File: config.mk
export PLATFORM = sky130hd
export DESIGN_NAME = fp_align_unit_flat
export DESIGN_NICKNAME = d
export VERILOG_FILES = /design/src/rtl/fp_align_unit_if.sv /design/src/rtl/fp_align_unit.sv /design/src/flat_wrapper.sv
export SDC_FILE = /design/constraint.sdc
export NUM_CORES = 1
export LEC_CHECK = 0
export ABC_AREA = 1
export BUFFER_PORTS_ARGS = -buffer_cell sky130_fd_sc_hd__buf_2
export CAP_MARGIN = 15
export CORE_MARGIN = 5
export CORE_UTILIZATION = 52
export CTS_CLUSTER_DIAMETER = 80
export DETAILED_ROUTE_END_ITERATION = 8
export MAX_ROUTING_LAYER = met4
export PLACE_DENSITY = 0.72
export RECOVER_POWER = 50
export SLEW_MARGIN = 0
export SYNTH_ARGS = -nofsm -noshare
export SYNTH_HDL_FRONTEND = slang
export SYNTH_SLANG_ARGS = --single-unit
File: constraint.sdc
create_clock -name clk -period 14.5 [get_ports clk]
set_input_delay 1.45 -clock clk [delete_from_list [all_inputs] [get_ports clk]]
set_output_delay 1.45 -clock clk [all_outputs]
set_load 0.05 [all_outputs]
File: src/rtl/fp_align_unit_if.sv
// fp_align_unit_if: operand/result bus of the FP adder front end.
interface fp_align_unit_if;
   logic        in_valid, in_ready, out_valid, out_ready;
   logic [31:0] A, B, A_o, B_o, alignedResult;
   logic        signA, signB, ANaN, BNaN, Ainf, Binf, Azero, Bzero, Asub, Bsub;
   logic        alignedSign, carryOut, sticky;
   logic [7:0]  exponentOut;
   modport master (
      output in_valid, A, B, out_ready,
      input  in_ready, out_valid, A_o, B_o, alignedResult, signA, signB, ANaN, BNaN,
             Ainf, Binf, Azero, Bzero, Asub, Bsub, alignedSign, carryOut, sticky, exponentOut
   );
   modport slave (
      input  in_valid, A, B, out_ready,
      output in_ready, out_valid, A_o, B_o, alignedResult, signA, signB, ANaN, BNaN,
             Ainf, Binf, Azero, Bzero, Asub, Bsub, alignedSign, carryOut, sticky, exponentOut
   );
endinterface

File: src/rtl/fp_align_unit.sv
// fp_align_unit: FP adder front end - unpack, swap, one-bit-per-cycle align, effective add/sub.
module fp_align_unit #(
   parameter int MAX_SHIFT = 32
) (
   input logic            clk,
   input logic            rst_n,
   fp_align_unit_if.slave bus
);
   typedef enum logic [1:0] {IDLE, SHIFT, ADD, DONE} state_t;
   localparam logic [7:0] maxShift = 8'(MAX_SHIFT);
   state_t      state, nextState;
   logic [1:0]  rstSync;
   logic        rstInt_n;
   logic [7:0]  diff, expL, expA, expB, effA, effB, diffIn;
   logic [31:0] sigL, sigS, sigA, sigB, sigSm;
   logic        stickyR, signL, special, bothSub;
   logic        nanA, nanB, infA, infB, zeroA, zeroB, subA, subB;
   logic        aLarger, isSpecial, clamp, effSub;
   logic [32:0] sum;
   // reset asserts asynchronously but releases on a clock edge
   always_ff @(posedge clk or negedge rst_n)
      if (!rst_n) rstSync <= 2'b00;
      else rstSync <= {rstSync[0], 1'b1};
   assign rstInt_n = rstSync[1];
   assign expA = bus.A[30:23];
   assign expB = bus.B[30:23];
   assign effA = expA == 8'd0 ? 8'd1 : expA;
   assign effB = expB == 8'd0 ? 8'd1 : expB;
   assign sigA = {expA != 8'd0, bus.A[22:0], 8'b0};
   assign sigB = {expB != 8'd0, bus.B[22:0], 8'b0};
   assign nanA = &expA & |bus.A[22:0];
   assign nanB = &expB & |bus.B[22:0];
   assign infA = &expA & ~|bus.A[22:0];
   assign infB = &expB & ~|bus.B[22:0];
   assign zeroA = ~|bus.A[30:0];
   assign zeroB = ~|bus.B[30:0];
   assign subA = ~|expA & |bus.A[22:0];
   assign subB = ~|expB & |bus.B[22:0];
   assign aLarger = bus.A[30:0] >= bus.B[30:0];
   assign diffIn = aLarger ? effA - effB : effB - effA;
   assign sigSm = aLarger ? sigB : sigA;
   assign isSpecial = |{nanA, nanB, infA, infB, zeroA, zeroB};
   assign clamp = diffIn >= maxShift;
   assign effSub = bus.signA ^ bus.signB;
   // L >= S|sticky always holds, so the subtract never borrows
   assign sum = effSub ? {1'b0, sigL} - {1'b0, sigS | {31'b0, stickyR}} : {1'b0, sigL} + {1'b0, sigS};
   assign bus.in_ready = state == IDLE;
   assign bus.out_valid = state == DONE;
   assign bus.sticky = stickyR;
   always_ff @(posedge clk or negedge rstInt_n)
      if (!rstInt_n) state <= IDLE;
      else state <= nextState;
   always_comb begin
      nextState = state;
      case (state)
         IDLE:    if (bus.in_valid) nextState = (isSpecial || clamp || diffIn == 8'd0) ? ADD : SHIFT;
         SHIFT:   if (diff == 8'd1) nextState = ADD;
         ADD:     nextState = DONE;
         DONE:    if (bus.out_ready) nextState = IDLE;
         default: nextState = IDLE;
      endcase
   end
   always_ff @(posedge clk or negedge rstInt_n)
      if (!rstInt_n) begin
         bus.A_o <= '0;
         bus.B_o <= '0;
         bus.signA <= 1'b0;
         bus.signB <= 1'b0;
         {bus.ANaN, bus.BNaN, bus.Ainf, bus.Binf, bus.Azero, bus.Bzero, bus.Asub, bus.Bsub} <= '0;
         bus.alignedSign <= 1'b0;
         bus.alignedResult <= '0;
         bus.carryOut <= 1'b0;
         bus.exponentOut <= '0;
         diff <= '0;
         expL <= '0;
         sigL <= '0;
         sigS <= '0;
         stickyR <= 1'b0;
         signL <= 1'b0;
         special <= 1'b0;
         bothSub <= 1'b0;
      end else if (state == IDLE && bus.in_valid) begin
         bus.A_o <= bus.A;
         bus.B_o <= bus.B;
         bus.signA <= bus.A[31];
         bus.signB <= bus.B[31];
         {bus.ANaN, bus.BNaN, bus.Ainf, bus.Binf, bus.Azero, bus.Bzero, bus.Asub, bus.Bsub} <=
            {nanA, nanB, infA, infB, zeroA, zeroB, subA, subB};
         diff <= diffIn;
         expL <= aLarger ? effA : effB;
         signL <= aLarger ? bus.A[31] : bus.B[31];
         sigL <= aLarger ? sigA : sigB;
         sigS <= (!isSpecial && clamp) ? 32'd0 : sigSm;
         stickyR <= !isSpecial && clamp && |sigSm;
         special <= isSpecial;
         bothSub <= subA && subB;
      end else if (state == SHIFT) begin
         sigS <= sigS >> 1;
         stickyR <= stickyR | sigS[0];
         diff <= diff - 8'd1;
      end else if (state == ADD) begin
         bus.alignedResult <= special ? 32'd0 : sum[31:0];
         bus.carryOut <= special ? 1'b0 : bothSub ? sum[31] : sum[32];
         bus.alignedSign <= (!special && sum == 33'd0) ? 1'b0 : signL;
         bus.exponentOut <= bothSub ? 8'd0 : expL;
      end
endmodule

File: src/flat_wrapper.sv
// flat-port wrapper written by rule: the top's interface ports become plain ports
module fp_align_unit_flat 
#(
   parameter int MAX_SHIFT = 32
)
  (clk, rst_n, bus_in_valid, bus_A, bus_B, bus_out_ready, bus_in_ready, bus_out_valid, bus_A_o, bus_B_o, bus_alignedResult, bus_signA, bus_signB, bus_ANaN, bus_BNaN, bus_Ainf, bus_Binf, bus_Azero, bus_Bzero, bus_Asub, bus_Bsub, bus_alignedSign, bus_carryOut, bus_sticky, bus_exponentOut);
  fp_align_unit_if bus_i ();
  input logic clk;
  input logic rst_n;
  input wire logic [$bits(bus_i.in_valid)-1:0] bus_in_valid;
  input wire logic [$bits(bus_i.A)-1:0] bus_A;
  input wire logic [$bits(bus_i.B)-1:0] bus_B;
  input wire logic [$bits(bus_i.out_ready)-1:0] bus_out_ready;
  output wire logic [$bits(bus_i.in_ready)-1:0] bus_in_ready;
  output wire logic [$bits(bus_i.out_valid)-1:0] bus_out_valid;
  output wire logic [$bits(bus_i.A_o)-1:0] bus_A_o;
  output wire logic [$bits(bus_i.B_o)-1:0] bus_B_o;
  output wire logic [$bits(bus_i.alignedResult)-1:0] bus_alignedResult;
  output wire logic [$bits(bus_i.signA)-1:0] bus_signA;
  output wire logic [$bits(bus_i.signB)-1:0] bus_signB;
  output wire logic [$bits(bus_i.ANaN)-1:0] bus_ANaN;
  output wire logic [$bits(bus_i.BNaN)-1:0] bus_BNaN;
  output wire logic [$bits(bus_i.Ainf)-1:0] bus_Ainf;
  output wire logic [$bits(bus_i.Binf)-1:0] bus_Binf;
  output wire logic [$bits(bus_i.Azero)-1:0] bus_Azero;
  output wire logic [$bits(bus_i.Bzero)-1:0] bus_Bzero;
  output wire logic [$bits(bus_i.Asub)-1:0] bus_Asub;
  output wire logic [$bits(bus_i.Bsub)-1:0] bus_Bsub;
  output wire logic [$bits(bus_i.alignedSign)-1:0] bus_alignedSign;
  output wire logic [$bits(bus_i.carryOut)-1:0] bus_carryOut;
  output wire logic [$bits(bus_i.sticky)-1:0] bus_sticky;
  output wire logic [$bits(bus_i.exponentOut)-1:0] bus_exponentOut;
  assign bus_i.in_valid = bus_in_valid;
  assign bus_i.A = bus_A;
  assign bus_i.B = bus_B;
  assign bus_i.out_ready = bus_out_ready;
  assign bus_in_ready = bus_i.in_ready;
  assign bus_out_valid = bus_i.out_valid;
  assign bus_A_o = bus_i.A_o;
  assign bus_B_o = bus_i.B_o;
  assign bus_alignedResult = bus_i.alignedResult;
  assign bus_signA = bus_i.signA;
  assign bus_signB = bus_i.signB;
  assign bus_ANaN = bus_i.ANaN;
  assign bus_BNaN = bus_i.BNaN;
  assign bus_Ainf = bus_i.Ainf;
  assign bus_Binf = bus_i.Binf;
  assign bus_Azero = bus_i.Azero;
  assign bus_Bzero = bus_i.Bzero;
  assign bus_Asub = bus_i.Asub;
  assign bus_Bsub = bus_i.Bsub;
  assign bus_alignedSign = bus_i.alignedSign;
  assign bus_carryOut = bus_i.carryOut;
  assign bus_sticky = bus_i.sticky;
  assign bus_exponentOut = bus_i.exponentOut;
  fp_align_unit #(.MAX_SHIFT(MAX_SHIFT)) u_core (.clk(clk), .rst_n(rst_n), .bus(bus_i));
endmodule
; After elaboration in Yosys (flattened, before gate mapping)
; Cells that the tools add are included.
; W data, S select, Z words.
[word_totals]
latchBits = 0
rom_bits = 0
register_bits = 204
ram_bits = 0
out_inout_bits = 119
inputBits = 68
elab_cells = 111
n_memories = 0
[op_classes]
n_shift = 0
n_eq_ne = 7
n_mux = 25
n_reduce_logical = 35
bitwise_logic = 11
div_mod_pow = 0
mul = 0
add_sub_neg = 5
magnitude_cmp = 2
[op_table]
columns = op, count
row1 = $mux W32, 6
row2 = $reduce_or A31 Y1, 2
row3 = $mux W8, 7
row4 = $reduce_or A23 Y1, 2
row5 = $add A32 B32 Y33, 1
row6 = $logic_not A33 Y1, 1
row7 = $mux W33, 1
row8 = $sub A32 B32 Y33, 1
row9 = $or A32 B1 Y32, 1
row10 = $reduce_or A32 Y1, 1
row11 = $ge A31 B31 Y1, 1
row12 = $logic_not A8 Y1, 3
row13 = $reduce_and A8 Y1, 2
row14 = $reduce_bool A8 Y1, 2
row15 = $reduce_or A8 Y1, 2
row16 = $sub A8 B8 Y8, 2
row17 = $eq A8 B1 Y1 const B, 1
row18 = $ge A8 B6 Y1 const B, 1
row19 = $logic_not A1 Y1, 8
row20 = $mux W2, 4
row21 = $pmux W2 S4, 1
row22 = $sub A8 B1 Y8 const B, 1
row23 = $and A1 B1 Y1, 6
row24 = $mux W1, 6
row25 = 13 further kinds, 22

; Logic depth before layout (Yosys ltp)
[logic_depth]
depth_word = 10
depth_mapped = 28
ltp_nobuf = 28

; Worst setup path before layout
; Ideal clock, no wire load.
[synth_timing]
path_kind = input to register
startpoint = in bus_B[27]
endpoint = reg u_core.sigS[11]
arrival_ps = 3742
path_slack_ps = 10680
n_path_buf = 1
path_stages = 19
required_time_ps = 14423
setup_time_ps = 77
path_cell_list = nor4_1 > nand4_1 > inv_1 > nor2_1 > ha_1 > fa_1 > nor2_1 > o21ai_1 > nand2_1 > nor2_1 > xnor2_1 > nand4_1 > nand2_1 > nor2_1 > nand2_1 > nand2_2 > buf_2 > nand2_1 > a21oi_1
[synth_between]
elab_chain_len = 8
word_cells_on_any_way = 18
cone_classes = 2 x add/sub / 2 x order compare / 5 x mux / 2 x bitwise / 7 x reduce/logical
[synth_rtl]
columns = item, line
row1 = from (decl), flat_wrapper.sv:12  ; input wire logic [$bits(bus_i.B)-1:0] bus_B;
row2 = $logic_not A8 Y1, fp_align_unit.sv:28  ; assign effB = expB == 8'd0 ? 8'd1 : expB;
row3 = $mux W8, fp_align_unit.sv:28
row4 = $sub A8 B8 Y8, fp_align_unit.sv:40  ; assign diffIn = aLarger ? effA - effB : effB - effA;
row5 = $mux W8, fp_align_unit.sv:40
row6 = $ge A8 B6 Y1, fp_align_unit.sv:43  ; assign clamp = diffIn >= maxShift;
row7 = $logic_and A1 B1 Y1, fp_align_unit.sv:93  ; sigS <= (!isSpecial && clamp) ? 32'd0 : sigSm;
row8 = $mux W32 *, fp_align_unit.sv:93
row9 = $mux W32 *, fp_align_unit.sv:82  ; end else if (state == IDLE && bus.in_valid) begin
row10 = to (signal assigned), fp_align_unit.sv:93
row11 = to (signal assigned), fp_align_unit.sv:98  ; sigS <= sigS >> 1;
row12 = to (decl), fp_align_unit.sv:15  ; logic [31:0] sigL, sigS, sigA, sigB, sigSm;
; Every way passes the cells marked *; elsewhere a longest branch is shown, timed or not.
; A chain may end at the register's enable or synchronous reset.

==> out/summary.md <==
Of all nets on the critical path, the largest fanout is 71. The worst hold path begins at u_core.rstSync[0]. For this run, the register share of the synthesized area comes to 37.4%. The critical path's slowest cell was clkbuf_1. After synthesis, the cell types taking the most area are dfrtp_1 37%, nand2_1 12%, o21ai_0 7.6%. The buffers plus inverters on the worst setup path works out to 1.

For this run, the top clock speed supported by timing is 182 MHz. In the final layout, the share of cells above drive strength 1 is 12.2%. The number of flops mapped to enable cells by yosys was 0; the die width was 168 um. The routed layout has 12.5k vias.

For the die area, the log shows 0.0282 sq mm. After floorplanning, the core was sized to cover 0.0245 sq mm. The number of global-route vias before repair was 12.1k. Measured along the y axis, the die boundary spans 168 um.

The logs give -160% for the relative max-transition margin and 4 for the number of max-capacitance violations reported. Critical path's top delay family: buffers and inverters. The tools report the routability-driven placement congestion ratio as 0.981.

Counting every sink on the clock net gives 194. For the final core utilization, the log shows 59.7%. The worst-case reg-to-reg path depth is 1, and the total length of routed wires is 40700 um.

The run finished, with violations left. For the number of buffers inserted during clock tree synthesis, the log shows 17. The HPWL after detailed placement is 31600 um. CTS placed an instance of clkbuf_16 at the clock tree root. The number of nets with antenna violations after detailed routing was 0. Kind of end point of the critical path: an asynchronous set/reset pin. The stage delay of the slowest cell on the critical path came out at 2.82 ns.

The signal on the critical path passes through clkbuf_1. The number of instances on the worst hold path is 0. The logs give 2255 for the number of standard cells in the final layout excluding fillers and 0.0130 sq mm for the combined area of all synthesized cells. The logs give 2222 for the number of instances in the placed design and 0 for the count of synthesis-stage warnings from yosys. Dividing the synthesized area by the synthesized cell count gives 7.29 sq um.

The hold path endpoint was u_core.rstSync[1]. During I/O placement, the number of pins put on the boundary was 187. The tightest min-delay check is of the reg -> reg type. The number of buffers inserted to repair setup after CTS is 0. The count of hold buffers inserted by post-cts repair was 0; the worst-skew pair later-pin latency was 0.45 ns. The number of max-slew violations in the final report was 241; the layout net count was 2065. Number of hold violations in the final report: 0.

The area added between synthesis and finish was 12.6%. The most common cell in the synthesized netlist is nand2_1. Maximum buffer depth of the clock tree: 2.

Between clock sinks in the finished design, the worst skew comes to 0.0185 ns. The initial antenna violation count is 1. For the number of core rows, the log shows 57.

The setup path with the least slack is of type reg -> async. The worst endpoint data arrival time came out at 5.14 ns. The number of vias per cell works out to 5.56.

Top flip-flop cell by instance count after synthesis: dfrtp_1. The tools report the starting utilization of the core area as 53.1%. The run gives 0.00696 sq mm as the combined area of the multi-input logic cells.

STA puts the critical path data required time at 14.15 ns. The checks that failed: capacitance limit, slew limit. For this block, the initial DRC count from the detailed router was 1030. The number of nets handed over by synthesis was 1929.

The logs give 1781 for the post-synthesis cell count and 0 for the post-cts resize count. Setup total negative slack on the finished layout was measured at 0 ns. Setup repair after global routing left no endpoint under its margin. The largest area contributor in the netlist is dfrtp_1. The detail-routed net length per standard cell was 18.0 um. The startpoint identified for the worst register-to-register timing path is u_core.rstSync[1]. For the count of H-tree levels built during CTS, the log shows 4. The run gives 0 as the post-detailed-route DRC marker count. The top cell type's share of synthesized area is 37.4%, and the final hold slack is 0.370 ns. The total overflow left after global routing is 0.

During placement, the flow inserted port buffers numbering 186. In the synthesized netlist, the cells that appear most often are 423 x nand2_1, 219 x inv_1, 196 x o21ai_0. The run gives 29.3% as the global routing usage summed across all routing layers.

TritonCTS built the clock tree. After synthesis, the netlist uses 53 different library cells. STA classifies the critical path startpoint as a flip-flop. Setup slack on the worst reg-to-reg path comes out at 9.02 ns.

The slew at the pin closest to its max-slew limit was 3.90 ns. The run gives 2356 as the total of fill cells in the finished design. Clock-pin slew was measured on the worst setup and hold paths at 0.09 ns.

The register bit total from synthesis works out to 194. The logs give 109 for the maximum number of pins on one net before global-route repair and 6 for the detailed-routing iteration count for the pre-antenna-repair pass. In the synthesized netlist the async set-or-reset flop fraction comes to 100%.

The minimum clock period was 5.48 ns. The endpoint of the lowest-slack register-to-register path is u_core.sigS[24]. Dividing the final minimum period by the clock period gives 37.8%.

The sequential cell area in the final layout came out at 0.00485 sq mm. The count of final setup violators is 0. Global-route wire length before repair: 64900 um.
cell families after synthesis:
kind of cell,count (synthesis),synth area share [%]
adders and majority gates,80,7.83
AOI/OAI and AO/OA,407,17.6
other,1,0.0289
buffers and inverters,301,9.04
DFF,194,37.4
and+or+nand+nor,753,25.1
xor gates and xnor gates,45,3.04
stage by stage:
step                      setup WS (ns)  cell area [sq um]
after detailed placement           9.68              14100
after floorplan                    8.69              13000
after global routing               7.79              14600
after global placement             9.73              14100
after CTS                          9.70              14700
final                              9.02              14600
how the worst max path moves through the flow:
| stage | start | cells past startpoint | end |
|---|---|---|---|
| after floorplan | u_core.rstSync[1] | 0 | u_core.bothSub |
| after global placement | bus_B[8] | 12 | u_core.sigS[8] |
| after detailed placement | bus_B[8] | 12 | u_core.sigS[8] |
| after CTS | u_core.sigS[0] | 24 | u_core.bus.alignedSign |
| after global routing | u_core.rstSync[1] | 1 | u_core.sigS[26] |
| final | u_core.rstSync[1] | 1 | u_core.sigS[24] |
placed cells by master (no fill, tap or decap), types with 6 or more instances in the layout:
master       n
nand2_1    423
inv_1      219
o21ai_0    196
dfrtp_1    194
nor2_1     157
buf_2      157
a21oi_1    118
ha_1        78
nand3_1     53
clkbuf_1    34
xor2_1      31
nand4_1     28
a211oi_1    25
nor3_1      24
nor4_1      19
clkbuf_16   17
nand2_2     16
xnor2_1     14
a22o_1      14
o21bai_1     9
o22ai_1      8
nand3b_1     7
a31oi_1      7
nor2_4       6
registers in the layout (all words and copies together), names as in the netlist, 8 cells and up:
signal and count:
u_core.bus.exponentOut 8, u_core.bus.alignedResult 32, u_core.expL 8, u_core.sigL 24, u_core.sigS 32, u_core.bus.B_o 31, u_core.bus.A_o 31, u_core.diff 8
metal layers:
layer / track usage (%) / routed length (um) / vias up
met5: - / 0 / -
met4: 9.35 / 1210 / 0
met3: 4.71 / 2710 / 71
met2: 43.6 / 18200 / 501
met1: 41.2 / 18500 / 5825
li1: - / - / 6150
layout make-up:
cell class | count | share of cell area [%]
Multi-Input combinational cell | 1286 | 47.6
Sequential cell | 194 | 33.2
Timing Repair Buffer | 193 | 6.38
Inverter | 225 | 5.80
Clock buffer | 19 | 3.03
Tap cell | 324 | 2.77
Clock inverter | 13 | 1.16
Antenna cell | 1 | 0.0171
Power is not shown: default switching activity piles up to over one toggle a cycle in this logic, so the estimate is an artifact.
